==> config.mk <==
export PLATFORM = sky130hd
export DESIGN_NAME = seven_seg_capture
export DESIGN_NICKNAME = d
export VERILOG_FILES = /design/src/rtl/seven_seg_pkg.sv /design/src/rtl/seven_seg_decode.sv /design/src/rtl/seven_seg_capture.sv
export SDC_FILE = /design/constraint.sdc
export NUM_CORES = 1
export LEC_CHECK = 0
export ABC_AREA = 1
export BUFFER_PORTS_ARGS = -buffer_cell sky130_fd_sc_hd__buf_2
export CAP_MARGIN = 10
export CORE_MARGIN = 3
export CORE_UTILIZATION = 54
export DETAILED_ROUTE_END_ITERATION = 8
export HOLD_SLACK_MARGIN = 0.1
export PLACE_DENSITY_LB_ADDON = 0.1
export SLEW_MARGIN = 20
export SYNTH_ARGS = -nofsm -noshare
export SYNTH_HDL_FRONTEND = slang
export SYNTH_SLANG_ARGS = --single-unit
==> constraint.sdc <==
create_clock -name clk -period 1.94 [get_ports clk]
set_clock_uncertainty 0.2 [all_clocks]
set_input_delay 0.194 -clock clk [delete_from_list [all_inputs] [get_ports clk]]
set_output_delay 0.194 -clock clk [all_outputs]
set_load 0.03 [all_outputs]
==> src/rtl/seven_seg_pkg.sv <==
// seven_seg_pkg: segment pattern constants and capture FSM state type shared with the driver.
package seven_seg_pkg;
    localparam int DEF_FREQ = 250;
    localparam logic [6:0] SEG_0 = 7'h3F;
    localparam logic [6:0] SEG_1 = 7'h06;
    localparam logic [6:0] SEG_2 = 7'h5B;
    localparam logic [6:0] SEG_3 = 7'h4F;
    localparam logic [6:0] SEG_4 = 7'h66;
    localparam logic [6:0] SEG_5 = 7'h6D;
    localparam logic [6:0] SEG_6 = 7'h7D;
    localparam logic [6:0] SEG_7 = 7'h07;
    localparam logic [6:0] SEG_8 = 7'h7F;
    localparam logic [6:0] SEG_9 = 7'h6F;
    localparam logic [6:0] SEG_A = 7'h77;
    localparam logic [6:0] SEG_B = 7'h7C;
    localparam logic [6:0] SEG_C = 7'h39;
    localparam logic [6:0] SEG_D = 7'h5E;
    localparam logic [6:0] SEG_E = 7'h79;
    localparam logic [6:0] SEG_F = 7'h71;
    typedef enum logic {WAIT_HI, WAIT_LO} seg_state_t;
endpackage

==> src/rtl/seven_seg_decode.sv <==
// seven_seg_decode: maps a gfedcba pattern back to its hex nibble; unknown patterns give 0 and bad=1.
module seven_seg_decode
    import seven_seg_pkg::*;
(
    input  logic [6:0] segment,
    output logic [3:0] nibble,
    output logic       bad
);
    always_comb begin
        nibble = 4'h0;
        bad    = 1'b0;
        case (segment)
            SEG_0: nibble = 4'h0;
            SEG_1: nibble = 4'h1;
            SEG_2: nibble = 4'h2;
            SEG_3: nibble = 4'h3;
            SEG_4: nibble = 4'h4;
            SEG_5: nibble = 4'h5;
            SEG_6: nibble = 4'h6;
            SEG_7: nibble = 4'h7;
            SEG_8: nibble = 4'h8;
            SEG_9: nibble = 4'h9;
            SEG_A: nibble = 4'hA;
            SEG_B: nibble = 4'hB;
            SEG_C: nibble = 4'hC;
            SEG_D: nibble = 4'hD;
            SEG_E: nibble = 4'hE;
            SEG_F: nibble = 4'hF;
            default: bad = 1'b1;
        endcase
    end
endmodule

==> src/rtl/seven_seg_capture.sv <==
// seven_seg_capture: demultiplexes the driver's hi/lo digit strobes into decoded pairs,
// with a watchdog that drops lock when the strobe goes missing.
module seven_seg_capture
    import seven_seg_pkg::*;
#(
    parameter int FREQ  = DEF_FREQ,
    parameter int CBITS = 8
) (
    input  logic       clk,
    input  logic       rst,
    input  logic [6:0] segment,
    input  logic       sig,
    output logic [3:0] digit_hi,
    output logic [3:0] digit_lo,
    output logic       pair_valid,
    output logic       bad_pattern,
    output logic       locked,
    output logic       timeout
);
    localparam logic [CBITS-1:0] WD_LAST = CBITS'(FREQ + 1);

    logic [3:0]       nib;
    logic             bad;
    seg_state_t       state_q;
    logic [3:0]       hold_q;
    logic             hold_bad_q;
    logic [CBITS-1:0] wd_q;
    logic             wd_hit;

    seven_seg_decode u_dec (.segment(segment), .nibble(nib), .bad(bad));

    // The (FREQ+2)th strobe-less cycle is the one that sees wd_q at FREQ+1.
    assign wd_hit = !sig && wd_q == WD_LAST;

    always_ff @(posedge clk) begin
        if (rst) begin
            state_q     <= WAIT_HI;
            hold_q      <= 4'h0;
            hold_bad_q  <= 1'b0;
            wd_q        <= '0;
            digit_hi    <= 4'h0;
            digit_lo    <= 4'h0;
            pair_valid  <= 1'b0;
            bad_pattern <= 1'b0;
            locked      <= 1'b0;
            timeout     <= 1'b0;
        end else begin
            pair_valid <= 1'b0;
            timeout    <= 1'b0;
            if (sig) begin
                wd_q <= '0;
                if (state_q == WAIT_HI) begin
                    hold_q     <= nib;
                    hold_bad_q <= bad;
                    state_q    <= WAIT_LO;
                end else begin
                    digit_hi    <= hold_q;
                    digit_lo    <= nib;
                    bad_pattern <= hold_bad_q | bad;
                    pair_valid  <= 1'b1;
                    locked      <= 1'b1;
                    state_q     <= WAIT_HI;
                end
            end else if (wd_hit) begin
                timeout    <= 1'b1;
                locked     <= 1'b0;
                hold_q     <= 4'h0;
                hold_bad_q <= 1'b0;
                state_q    <= WAIT_HI;
                wd_q       <= '0;
            end else if (wd_q != '1) begin
                wd_q <= wd_q + 1'b1;
            end
        end
    end

    a_lo_publishes: assert property (@(posedge clk) disable iff (rst)
        (sig && state_q == WAIT_LO) |=> pair_valid);
    a_timeout_excl: assert property (@(posedge clk) disable iff (rst)
        timeout |-> !pair_valid);
endmodule

After elaboration in Yosys (flattened, before gate mapping). Cells that the tools add are included.

Add/subtract/negate cells: 1. Multipliers: 0. Div/mod/pow operators: 0. Magnitude comparators: 0. Eq/ne operators: 20. Shift-type cells: 0. Multiplexer cells: 14. Bitwise operators: 2. Reduce and logical (&&, ||, !) cells: 10.

Operators with widths (count): 7-bit == test (second input constant) (12); 4-bit one-hot mux with 15 select lines (1); 16-bit OR reduction (1); 7-bit by 3-bit == test with 1-bit output (second input constant) (2); 7-bit by 6-bit == test with 1-bit output (second input constant) (2); 4-bit two-way mux (3); 1-bit two-way mux (10); 8-bit by 1-bit adder with 8-bit output (second input constant) (1); 8-bit == test (second input constant) (1); 8-bit inequality test (second input constant) (1); 2-bit AND reduction (3); 2-bit OR reduction (2); 3-bit OR reduction (1); 2-bit by 1-bit inequality test with 1-bit output (second input constant) (1); 2-bit inequality test (second input constant) (1); 2-bit nonzero test (1); 1-bit logical AND (1); 1-bit logical NOT (1); 1-bit NOT (1); 1-bit bitwise OR (1).

Register bits: 26. Latch bits: 0. RAM bits: 0. Memory bits (read-only): 0. Input port bits: 10. Logic and storage cells: 57. Memories: 0.

Logic depth before layout (Yosys ltp).
Word-level depth: 5. Mapped depth: 9. Depth with buffers taken out: 9.

Hierarchy. A second synthesis with hierarchy kept.

Cells, all modules: 190. Area, all modules: 1375.1 um^2.

Modules (own cells, without submodules): seven_seg_capture (times used 1, cells an instance 121, area an instance 1062.3 um^2); seven_seg_decode (times used 1, cells an instance 69, area an instance 312.8 um^2).

Least setup slack after synthesis. OpenSTA, ideal clock, no wires.

Path kind: reg2reg. From: register wd_q[0]. To: register wd_q[0]. Arrival time: 1171 ps. Required time: 1620 ps. Path slack: 449 ps. Stages on the path, launching flop included: 8. Path buffers: 0. Cell sequence: dfxtp_1 -> ha_1 -> nand2_1 -> nor3_1 -> nand2_2 -> nand3_2 -> o21bai_1 -> a21oi_1.

Word-level cells in the longest chain between the ends: 3.

Ends and longest elaborated chain: start, declared (line seven_seg_capture.sv:27) `logic [CBITS-1:0] wd_q;`; start signal, assigned (line seven_seg_capture.sv:72) `wd_q <= wd_q + 1'b1;`; parallel branches: the longest is 3 deep, another holds 8-bit by 1-bit adder with 8-bit output.

Several ways; the timed one is not identified. A chain may end at the register's enable or synchronous reset.

Final worst setup path.
From: input port rst. To: register wd_q[0].

Word-level cells in the longest chain between the ends: 1.

Ends and longest elaborated chain: start, declared (line seven_seg_capture.sv:10) `input logic rst,`; 3-bit OR reduction (no source line).

Every way passes these cells.

==> flow_summary.yaml <==
outcome:
  status: "completed"
grt:
  gr-total-overflow: 0
  grt_pass1_wl_mm: 4.96
  grt_max_degree: 15
  track_usage: 0.192
  grt_pass1_vias: 1273
  grt_antenna_before_repair: 0
die:
  start_util: 0.581
  die_w_um: 55.3
  die_h_um: 55.3
  core_area_um2: 2250
  row_count: 17
  io_pins: 22
  fp.dieArea_um2: 3050
place:
  gp_congestion: 0.828
  post-dp-hpwl_mm: 2.23
  pre_cts_slack_ns: 0.289
  port_buffers: 21
detailed_routing:
  drc_errors: 0
  routed_wl_mm: 2.76
  wl_per_cell_um: 11.3
  drt_first_pass_iters: 4
  via_count: 1268
  viasPerCell: 5.18
  antenna_left: 0
  drtIter0Drc: 24
worst_setup_path:
  critPathKind: "in -> reg"
  crit_arrival_ns: 1.69
  worst_setup_path_end_kind: "flop"
  critical_path_peak_fanout: 10
  startpoint_type: "input pin"
  cp.required_ns: 1.96
timing:
  tightest_slew_ns: 0.475
  setup_tns_ns: 0
  grt_setup_unrepaired: "false"
  period_needed_ns: 1.67
  fin_crit_sh: 0.861
  max_slew_margin: 0.682
  max_freq_mhz: 599
  timing.final.ws_setup_ns: 0.269
  slew_violations: 0
  setup_violations: 0
  finalHoldViolCount: 0
logic_synthesis:
  synthAdderAreaFrac: 0.00955
  async_flop_share: 0
  synth_edf_count: 0
  synth_compound_area_frac: 0.0879
  yosys.cell_types.count: 28
  yosysSeqAreaShare: 0.397
  synth_top_family_by_area: "simple AND/OR/NAND/NOR gates"
  synth_ff_type: "dfxtp_1"
  synthXorXnorAreaFrac: 0.0134
  synthSimpleGateAreaFrac: 0.427
  netlist_instances: 191
  yosys_warnings: 0
  muxShareOfSynthArea: 0
  avgSynthCellArea_um2: 6.86
  ys_ff_latch: 26
  synth_nets: 202
  netlist_area_um2: 1310
clock_tree:
  tritoncts: "built"
  cts.sinks: 26
  clk_path_buf_depth: 2
  clock-root-buffer: "clkbuf_4"
  cts_buffers: 3
  htree_levels: 1
  worstSkewPairLatency_ns: 0.31
  cts.clk_slew.worst_paths_ns: 0.14
power_and_ir_drop:
  powerDensity_nw_per_um2: 617
  internal_power_w: 0.000695
  clkPwrFrac: 0.289
  p_leak_nw: 0.716
  seqPwrFrac: 0.595
  peakVddDrop_v: 0.000362
  p_comb_frac: 0.116
  switching_share: 0.251
  netSwitchingPower_w: 0.000233
cells_and_area:
  area_delta_synth_final_pct: 14.8
  drive_gt1_frac: 0.212
  antenna_cells: 0
  nets: 229
  fillCellCount: 218
  finalCoreUtilization: 0.667
worst_hold_path:
  hp-class: "in -> reg"
flow_run:
  drv_cap: 0
==> worst paths after layout <==
path               from          end  slack, ns  cells after the start
max reg2reg     wd_q[0]      wd_q[0]       0.28                      7
min reg2reg   hold_q[1]  digit_hi[1]       0.26                      2
min          segment[3]  digit_lo[0]       0.18                      6
max                 rst      wd_q[0]       0.27                      6
==> placed cells by master, fill, tap and decap left out, types with 2 or more instances in the layout <==
cell type	instances
a21oi_1	9
a21oi_2	2
a31oi_1	2
buf_2	21
clkbuf_4	3
dfxtp_1	26
dlygate4sd3_1	2
inv_1	17
inv_2	2
nand2_1	51
nand2_2	7
nand3_1	18
nand3_2	3
nor2_1	27
nor2_4	2
nor3_1	5
o21ai_0	4
xor2_1	2
==> worst max-delay path, cell delays in order <==
cell	delay [ns]
dlygate4sd3_1	0.53
buf_2	0.23
clkinv_1	0.30
nand3_2	0.25
o21bai_1	0.13
a21oi_1	0.05
==> cell type report <==
class | count | area, um^2 | area share
Multi-Input combinational cell | 143 | 704 | 0.468
Sequential cell | 26 | 520 | 0.346
Timing Repair Buffer | 24 | 133 | 0.0882
Inverter | 20 | 75.1 | 0.0499
Clock buffer | 4 | 36.3 | 0.0241
Tap cell | 28 | 35.0 | 0.0233
==> metal layers <==
| layer | wire [um] | global-route usage | up-vias | part of all wire |
|---|---|---|---|---|
| met5 | 0 | 0 | - | 0 |
| met4 | 17 | 0.0556 | 0 | 0.0062 |
| met3 | 80 | 0.0304 | 2 | 0.029 |
| met2 | 1390 | 0.356 | 20 | 0.50 |
| met1 | 1280 | 0.222 | 578 | 0.46 |
| li1 | - | - | 668 | - |
==> logic make-up (layout without fill, tap and decap cells) <==
kind of cell | after synthesis | after routing
DFF | 26 | 26
xor gates and xnor gates | 2 | 2
and+or+nand+nor | 120 | 120
buffers and inverters | 22 | 48
adders and majority gates | 1 | 1
AOI/OAI and AO/OA | 20 | 20
==> cells in the mapped netlist, types with 3 or more instances <==
cell type | number | area (um^2)
dfxtp_1 | 26 | 521
nand3_1 | 18 | 90.1
o21ai_0 | 4 | 20.0
nand3_2 | 3 | 30.0
a21oi_1 | 9 | 45.0
inv_1 | 17 | 63.8
nor2_1 | 27 | 101
nand2_1 | 51 | 191
nand2_2 | 7 | 43.8
nor3_1 | 5 | 25.0
==> state kept, by name (all words and copies together) (netlist names), 4 cells and up <==
signal / cells
digit_lo: 4
wd_q: 8
digit_hi: 4
hold_q: 4
==> stage by stage <==
stage / cell area (um^2) / hold WS (ns) / std cells / power (W)
floorplan: 1310 / 0.163 / 191 / 0.000632
global placement: 1450 / 0.243 / 239 / 0.000664
detailed placement: 1450 / 0.241 / 239 / 0.000668
CTS: 1500 / 0.182 / 245 / 0.000932
global route: 1500 / 0.235 / 245 / 0.000971
finish: 1500 / 0.184 / 245 / 0.000929
==> timing repair <==
action	4_1_cts	5_1_grt
hold buffers	2	0
buffers inserted	0	0
resized for setup	0	0
hold endpoints to repair	15	0
==> power groups by stage <==
stage,combinational (W),clock (W),sequential [W]
after global routing,0.000120,0.000297,0.000554
final,0.000108,0.000269,0.000552
after global placement,0.000100,0,0.000563
after CTS,0.000108,0.000273,0.000552
after detailed placement,0.000104,0,0.000564
after floorplan,0.0000602,0,0.000572
Power figures use the tool's default switching activity.
